## src/rtl/qbert_pkg.sv

```systemverilog
// Shared Q*bert renderer types: the cube sequencer state encoding and the default sizes.
package qbert_pkg;

  typedef enum logic [1:0] {
    IDLE  = 2'd0,
    JUMP  = 2'd1,
    LAND  = 2'd2,
    CLEAR = 2'd3
  } cube_seq_state_t;

  localparam int N_CUBE_DEFAULT = 28;
  localparam int LEVEL_W        = 4;

endpackage

```

## src/rtl/cube_popcount.sv

```systemverilog
// Combinational population count of an N_cube-wide cube mask.
module cube_popcount #(
  parameter int N_cube = 28
) (
  input  logic [N_cube-1:0]             mask,
  output logic [$clog2(N_cube+1)-1:0]   count
);

  localparam int CNT_W = $clog2(N_cube + 1);

  always_comb begin
    count = '0;
    for (int i = 0; i < N_cube; i++) begin
      count = count + CNT_W'(mask[i]);
    end
  end

endmodule

```

## src/rtl/cube_color_sequencer.sv

```systemverilog
// Pyramid colour sequencer: tracks jumps, commits landed cube colours, detects level completion.
// Optional build macro CUBE_REVERT_EN: landing on a coloured cube toggles it back.
module cube_color_sequencer
  import qbert_pkg::*;
#(
  parameter int N_cube = N_CUBE_DEFAULT
) (
  input  logic                          clk,
  input  logic                          reset,
  input  logic                          start,
  input  logic [N_cube-1:0]             position_qb,
  input  logic [N_cube-1:0]             e_next_qb,
  input  logic                          done_move,
  input  logic                          level_ack,
  output logic [N_cube-1:0]             e_color_state,
  output logic [$clog2(N_cube+1)-1:0]   colored_cnt,
  output logic [LEVEL_W-1:0]            level,
  output logic                          busy,
  output logic                          land,
  output logic                          fall,
  output logic                          level_done,
  output cube_seq_state_t               state_dbg
);

  localparam int CNT_W = $clog2(N_cube + 1);

  cube_seq_state_t     state;
  logic [N_cube-1:0]   target;
  logic                armed;
  logic [N_cube-1:0]   color_upd;
  logic [CNT_W-1:0]    upd_cnt;

  always_comb begin
`ifdef CUBE_REVERT_EN
    color_upd = e_color_state ^ target;
`else
    color_upd = e_color_state | target;
`endif
  end

  cube_popcount #(.N_cube(N_cube)) u_popcount (
    .mask  (color_upd),
    .count (upd_cnt)
  );

  assign state_dbg = state;

  // Handshakes: done_move is a one-cycle pulse honoured only in JUMP from the cycle
  // after entry (armed); level_ack is honoured only in CLEAR; start overrides both.
  always_ff @(posedge clk or negedge reset) begin
    if (!reset) begin
      state         <= IDLE;
      target        <= '0;
      armed         <= 1'b0;
      e_color_state <= '0;
      colored_cnt   <= '0;
      level         <= '0;
      busy          <= 1'b0;
      land          <= 1'b0;
      fall          <= 1'b0;
      level_done    <= 1'b0;
    end else if (start) begin
      state         <= IDLE;
      target        <= '0;
      armed         <= 1'b0;
      e_color_state <= '0;
      colored_cnt   <= '0;
      busy          <= 1'b0;
      land          <= 1'b0;
      fall          <= 1'b0;
      level_done    <= 1'b0;
    end else begin
      land <= 1'b0;
      fall <= 1'b0;
      case (state)
        IDLE: begin
          if (position_qb != e_next_qb) begin
            state  <= JUMP;
            target <= e_next_qb;
            armed  <= 1'b0;
            busy   <= 1'b1;
          end
        end
        JUMP: begin
          armed <= 1'b1;
          if (armed && done_move) begin
            state <= LAND;
            busy  <= 1'b0;
            if (target == '0) fall <= 1'b1;
            else              land <= 1'b1;
          end
        end
        LAND: begin
          e_color_state <= color_upd;
          colored_cnt   <= upd_cnt;
          if (&color_upd) begin
            state      <= CLEAR;
            level_done <= 1'b1;
          end else begin
            state <= IDLE;
          end
        end
        CLEAR: begin
          if (level_ack) begin
            state         <= IDLE;
            level         <= level + LEVEL_W'(1);
            e_color_state <= '0;
            colored_cnt   <= '0;
            level_done    <= 1'b0;
          end
        end
        default: state <= IDLE;
      endcase
    end
  end

endmodule
```

## config.mk

```make
export PLATFORM = sky130hd
export DESIGN_NAME = cube_color_sequencer
export DESIGN_NICKNAME = d
export VERILOG_FILES = /design/src/rtl/qbert_pkg.sv /design/src/rtl/cube_popcount.sv /design/src/rtl/cube_color_sequencer.sv
export SDC_FILE = /design/constraint.sdc
export NUM_CORES = 1
export LEC_CHECK = 0
export ABC_AREA = 1
export CAP_MARGIN = 20
export CORE_MARGIN = 3
export CORE_UTILIZATION = 53
export CTS_BUF_LIST = sky130_fd_sc_hd__clkbuf_8
export DETAILED_ROUTE_END_ITERATION = 10
export GPL_ROUTABILITY_DRIVEN = 0
export PLACE_DENSITY = 0.82
export SLEW_MARGIN = 10
export SYNTH_ARGS = -nofsm -noshare
export SYNTH_HDL_FRONTEND = slang
export SYNTH_SLANG_ARGS = --single-unit
export TNS_END_PERCENT = 20
```

## constraint.sdc

```tcl
create_clock -name clk -period 6.02 [get_ports clk]
set_input_delay 0.602 -clock clk [delete_from_list [all_inputs] [get_ports clk]]
set_output_delay 0.602 -clock clk [all_outputs]
set_load 0.005 [all_outputs]
```

==> metrics, run 1 <==
via count 4093; max cap viols 0; clk root buf clkbuf_8; status complete, no violations; CP Capture Type flop; TritonCTS clock tree yes; min Tclk post-route 5440 ps; Setup CP Type reg2reg; worst hold path type in2async; Mapped Nets 676; final hold vios 0; Die Wd 99.6 um; Worst VDD drop 1540 uV; I/O Pins 104; antenna cells 0; P_leak 0.00294 uW; Initial DRC Count 239; post-CTS setup buffer count 0; clk slew on worst S/H paths 80 ps; crit path launch type flop; grt ovf 0; Placeable Area 8380 sq um; R2R setup slack 580 ps; final worst clock skew 11.2 ps; Final Non-Filler Cells 796; Slew Limit Fails 0; fillers 662; Switch Pwr 2010 uW; Comb pwr share 73.5%; GRT Util Overall 25.3%; # setup viols final 0; vias in the first global route 4104; RSZ-0062 raised after global routing no; clock sinks 72; Tcrit/Tclk final 90.3%; TNS Setup 0 ps; Pint 2180 uW; area delta synth->final 28.0%; cts bufs inserted 9; maximum root-to-sink buffer count 2; sequential area share after synthesis 38.8%; Yosys top cell by area dfrtp_1; CP max FO 3; initial core utilization 55.4%; worst skew pair latency 350 ps; hold_buf cts 0; fin area 5940 sq um; largest cells by area after synthesis dfrtp_1, inv_1, nand2_1; Net Sw Frac 47.9%; Die H 99.6 um; top-area cell type share of the netlist area 38.8%; Fmax 184 MHz; Mean Syn Cell Area 7.94 sq um; DR WL/cell 15.1 um; post-DR vias/cell 5.14; largest net degree at the start of global routing 73; Data required, critical path 6260 ps; Nets 777; worst path arrival time 5670 ps; DRC 0; synthesized instance count 585; Detailed Routing Iterations Pass 1 5; first-pass GRT wire length 19800 um; mapped cell area 4640 sq um; cell area power density 706 nW/um^2; clock share of power 9.9%; DRT Wirelength 12000 um; row count 33; initial antenna violation count 0; DIE AREA 9920 sq um; relative slew slack 37.5%; Placement Cell Area 5700 sq um; HPWL Detailed 9260 um; Placed Instances 778; post-CTS sizing 0; share of layout cells above drive strength 1 7.81%; #FFs+latches synth 72; Reg power frac 16.6%; htree depth 3; Worst Tran Pin Value 937 ps; distinct cell type count after synthesis 34; IO Port Bufs 103; Ys Warns 0; post-route ant nets 0
[through the flow]
step | util (%) | worst slack [ps] | total power (uW) | hold slack (ps)
final | 70.9 | 583 | 4190 | 458
after global routing | 70.9 | 295 | 4690 | 514
after CTS | 70.6 | 567 | 4190 | 482
after detailed placement | 68.0 | 590 | 3660 | 462
after global placement | 68.0 | 696 | 3530 | 461
after floorplan | - | 782 | 2890 | 306
[layer usage]
metal | routed length [um] | track usage (%) | share of wire, % | up-vias
met5 | 0 | 0 | 0 | -
met4 | 204 | 6.72 | 1.7 | 0
met2 | 6170 | 43.3 | 51 | 120
met3 | 699 | 5.40 | 5.8 | 16
li1 | - | - | - | 2013
met1 | 4920 | 32.5 | 41 | 1944
[path summary, 6_finish.rpt]
check	startpoint	to	depth (start not counted)
max in group asynchronous	reset	colored_cnt[1]	2
hold reg to reg	busy	busy	2
setup reg to reg	e_color_state[0]	colored_cnt[1]	16
hold / removal	reset	e_color_state[26]	2
setup / recovery	e_color_state[0]	colored_cnt[1]	16
min in group clk	busy	busy	2
[cell usage in the layout (no fill, tap or decap)]
cell | Yosys | routed
o21ai_1 | 23 | 23
a21boi_2 | 1 | 1
xor2_1 | 3 | 3
buf_2 | 6 | 1
clkinv_2 | 0 | 3
nor2_4 | 3 | 3
inv_1 | 143 | 144
dfrtp_1 | 72 | 72
nor2_2 | 2 | 2
nor2_1 | 36 | 36
a21oi_2 | 1 | 1
o22ai_2 | 16 | 16
mux2_2 | 1 | 1
a21oi_1 | 6 | 6
nand2_2 | 2 | 2
ha_1 | 10 | 10
buf_8 | 0 | 2
nand4_1 | 30 | 30
fa_1 | 20 | 20
xnor2_1 | 8 | 8
nand3_1 | 9 | 9
o41ai_1 | 1 | 1
bufinv_16 | 0 | 2
inv_2 | 4 | 4
clkinv_1 | 1 | 1
clkbuf_8 | 0 | 9
o21ai_2 | 4 | 4
buf_4 | 1 | 2
clkdlybuf4s50_1 | 0 | 102
nor4_1 | 7 | 7
nand2_1 | 138 | 138
a22o_1 | 1 | 1
nor3_1 | 2 | 2
o22ai_1 | 1 | 1
a31oi_1 | 2 | 2
o21ai_0 | 21 | 21
clkinv_4 | 0 | 1
[logic make-up (layout without fill, tap and decap cells)]
kind of cell | count (synthesis) | after routing | share of synthesized area (%)
xor gates and xnor gates | 11 | 11 | 2.08
DFF | 72 | 72 | 38.8
muxes | 1 | 1 | 0.243
and+or+nand+nor | 229 | 229 | 21.5
buffers and inverters | 165 | 271 | 14.4
AOI/OAI and AO/OA | 77 | 77 | 11.7
adders and majority gates | 30 | 30 | 11.3
[area by class of cell]
type,count,area [sq um],share of cell area [%]
clock buffer,9,124,2.08
clock inverter,7,87.6,1.47
inverter,148,556,9.35
multi-input combinational,348,2170,36.6
sequential,72,1800,30.3
tap,105,131,2.21
timing repair buffer,107,1070,18.0
[power groups by stage]
stage	Clock, uW	Sequential [uW]	Combinational, uW
final	416	695	3080
after global routing	442	709	3540
after CTS	418	694	3080
after detailed placement	0	701	2960
after global placement	0	696	2830
after floorplan	0	688	2210
[worst max-delay path, stage by stage (launching register included)]
cell and delay (ps):
dfrtp_1 410, nor2_1 140, inv_1 60, ha_1 270, inv_1 50, fa_1 520, inv_1 50, fa_1 500
fa_1 520, fa_1 550, inv_1 50, fa_1 530, fa_1 520, fa_1 440, inv_1 90, fa_1 420
a22o_1 210
[flip-flops by register name, indices dropped and copies added (netlist names)]
| register | cells |
|---|---|
| busy | 1 |
| fall | 1 |
| level | 4 |
| colored_cnt | 5 |
| target | 28 |
| land | 1 |
| e_color_state | 28 |
| level_done | 1 |
| state_dbg | 2 |
| armed | 1 |
[cell usage after synthesis]
cell	number
a21boi_2	1
a21oi_1	6
a21oi_2	1
a22o_1	1
a31oi_1	2
buf_1	4
buf_2	6
buf_4	1
buf_6	5
clkbuf_1	1
clkinv_1	1
dfrtp_1	72
fa_1	20
ha_1	10
inv_1	143
inv_2	4
mux2_2	1
nand2_1	138
nand2_2	2
nand3_1	9
nand4_1	30
nor2_1	36
nor2_2	2
nor2_4	3
nor3_1	2
nor4_1	7
o21ai_0	21
o21ai_1	23
o21ai_2	4
o22ai_1	1
o22ai_2	16
o41ai_1	1
xnor2_1	8
xor2_1	3
Note: power is estimated with default switching activity, not from simulation.
==> run 2: changes to the inputs <==
--- a/config.mk
+++ b/config.mk
@@ -11,9 +11,8 @@
 export CORE_UTILIZATION = 53
 export CTS_BUF_LIST = sky130_fd_sc_hd__clkbuf_8
 export DETAILED_ROUTE_END_ITERATION = 10
-export GPL_ROUTABILITY_DRIVEN = 0
+export GPL_ROUTABILITY_DRIVEN = 1
 export PLACE_DENSITY = 0.82
-export SLEW_MARGIN = 10
 export SYNTH_ARGS = -nofsm -noshare
 export SYNTH_HDL_FRONTEND = slang
 export SYNTH_SLANG_ARGS = --single-unit
==> run 2 against run 1 <==
Non-clock buffer count unchanged. Register-to-register slack better by 20 ps. Wire length up 2.2%. Clock-buffer cell count up 3. Clock power down 1%. Clock skew down 4.4 ps. Sequential power about the same. Global-route usage about the same. Die area unchanged. Maximum frequency up 0.38%. Combinational power down 2%. Cell count unchanged.
==> metrics, run 2 (synthesized netlist as in run 1, its figures left out) <==
crit path launch type flop; fin area 5950 sq um; Worst VDD drop 2470 uV; largest net degree at the start of global routing 73; DRC 0; Tcrit/Tclk final 90.0%; min Tclk post-route 5420 ps; Switch Pwr 1980 uW; relative slew slack 37.5%; Placed Instances 778; area of the multi-input gates 2170 sq um; via count 4155; Die Wd 99.6 um; final hold vios 0; CP peak stage delay 550 ps; TNS Setup 0 ps; DIE AREA 9920 sq um; # setup viols final 0; I/O Pins 104; Pint 2170 uW; TritonCTS clock tree yes; GPL Wtd Cong 0.910; post-CTS setup buffer count 0; maximum root-to-sink buffer count 2; register area 1800 sq um; htree depth 3; Initial DRC Count 213; Min Hold Slack 465 ps; Comb pwr share 73.2%; CP max stage cell fa_1; clock sinks 72; Placeable Area 8380 sq um; cts bufs inserted 9; initial antenna violation count 0; commonest non-fill, non-tap cell in the layout inv_1; post-DR vias/cell 5.22; Slew Limit Fails 0; worst-path cell chain nor2_1 -> inv_1 -> ha_1 -> inv_1 -> fa_1 -> inv_1 -> fa_1 -> fa_1 -> fa_1 -> inv_1 -> fa_1 -> fa_1 -> fa_1 -> inv_1 -> fa_1 -> a22o_1; IO Port Bufs 103; Largest regs e_color_state x28, target x28, colored_cnt x5; clk slew on worst S/H paths 80 ps; GRT Util Overall 25.2%; first-pass GRT wire length 19700 um; post-CTS sizing 0; Reg power frac 16.8%; DRT Wirelength 12300 um; WP buf/inv 5; hold_buf cts 0; max cap viols 0; Fmax 185 MHz; initial core utilization 55.4%; area delta synth->final 28.1%; Data required, critical path 6250 ps; clock share of power 9.9%; final worst clock skew 6.82 ps; worst hold path type in2async; post-route ant nets 0; Nets 777; antenna cells 0; RSZ-0062 raised after global routing no; P_leak 0.00294 uW; Setup CP Type reg2reg; Detailed Routing Iterations Pass 1 4; cell area power density 697 nW/um^2; grt ovf 0; final core utilization 71.0%; worst skew pair latency 340 ps; CP Capture Type flop; row count 33; Worst Tran Pin Value 937 ps; share of layout cells above drive strength 1 7.96%; Die H 99.6 um; Crit path max-delay family adder cells; Final Non-Filler Cells 796; vias in the first global route 4120; worst path arrival time 5650 ps; DR WL/cell 15.4 um; Net Sw Frac 47.7%; most frequent cells in the layout inv_1, nand2_1, clkdlybuf4s50_1, dfrtp_1, nor2_1; CP max FO 3; Placement Cell Area 5700 sq um; clk root buf clkbuf_8; status complete, no violations; HPWL Detailed 9570 um; CP dominant cell by count fa_1; fillers 662
## run 2: cell types whose count changed in the layout (fill, tap and decap cells not counted), sizes merged
cell and change:
clkinvlp +1, clkbuf +3, clkinv -2, inv -1, bufinv -1
## run 2: path summary, 6_finish.rpt
| kind | startpoint | end | slack (ps) | depth (start not counted) |
|---|---|---|---|---|
| max | e_color_state[0] | colored_cnt[1] | 600 | 16 |
| min | reset | e_color_state[19] | 470 | 2 |
| max reg2reg | e_color_state[0] | colored_cnt[1] | 600 | 16 |
| min reg2reg | busy | busy | 480 | 2 |
| max in group asynchronous | reset | e_color_state[5] | 4930 | 2 |
| min in group clk | busy | busy | 480 | 2 |
## run 2: worst register-to-register path, cell delays in order (launching register included)
cell	delay, ps
dfrtp_1	400
nor2_1	130
inv_1	50
ha_1	270
inv_1	50
fa_1	530
inv_1	60
fa_1	500
fa_1	510
fa_1	550
inv_1	60
fa_1	540
fa_1	530
fa_1	420
inv_1	90
fa_1	410
a22o_1	210
## run 2: final cells by class
class | count | share of cell area [%]
clock inverters | 4 | 0.862
flip-flops and latches | 72 | 30.3
multi-input cells | 348 | 36.5
clock buffers | 12 | 2.78
repair buffers | 107 | 18.0
inverters | 148 | 9.34
well taps | 105 | 2.21
## run 2: layer usage
metal	up-vias	routed length, um	GRT usage [%]
met5	-	0	0
met4	0	269	7.98
met3	21	773	3.79
met2	136	6060	42.9
met1	1980	5160	33.4
li1	2018	-	-
## run 2: power groups by stage
stage	logic (uW)	registers, uW	clock network, uW
global route	3490	711	437
detailed placement	3000	704	0
global placement	2860	696	0
finish	3030	698	412
floorplan	2210	688	0
CTS	3050	696	414
## run 2: metrics by stage
| stage | total power (uW) | setup slack (ps) |
|---|---|---|
| after floorplan | 2890 | 782 |
| after global placement | 3560 | 687 |
| after detailed placement | 3710 | 583 |
| after CTS | 4160 | 571 |
| after global routing | 4640 | 339 |
| final | 4140 | 604 |
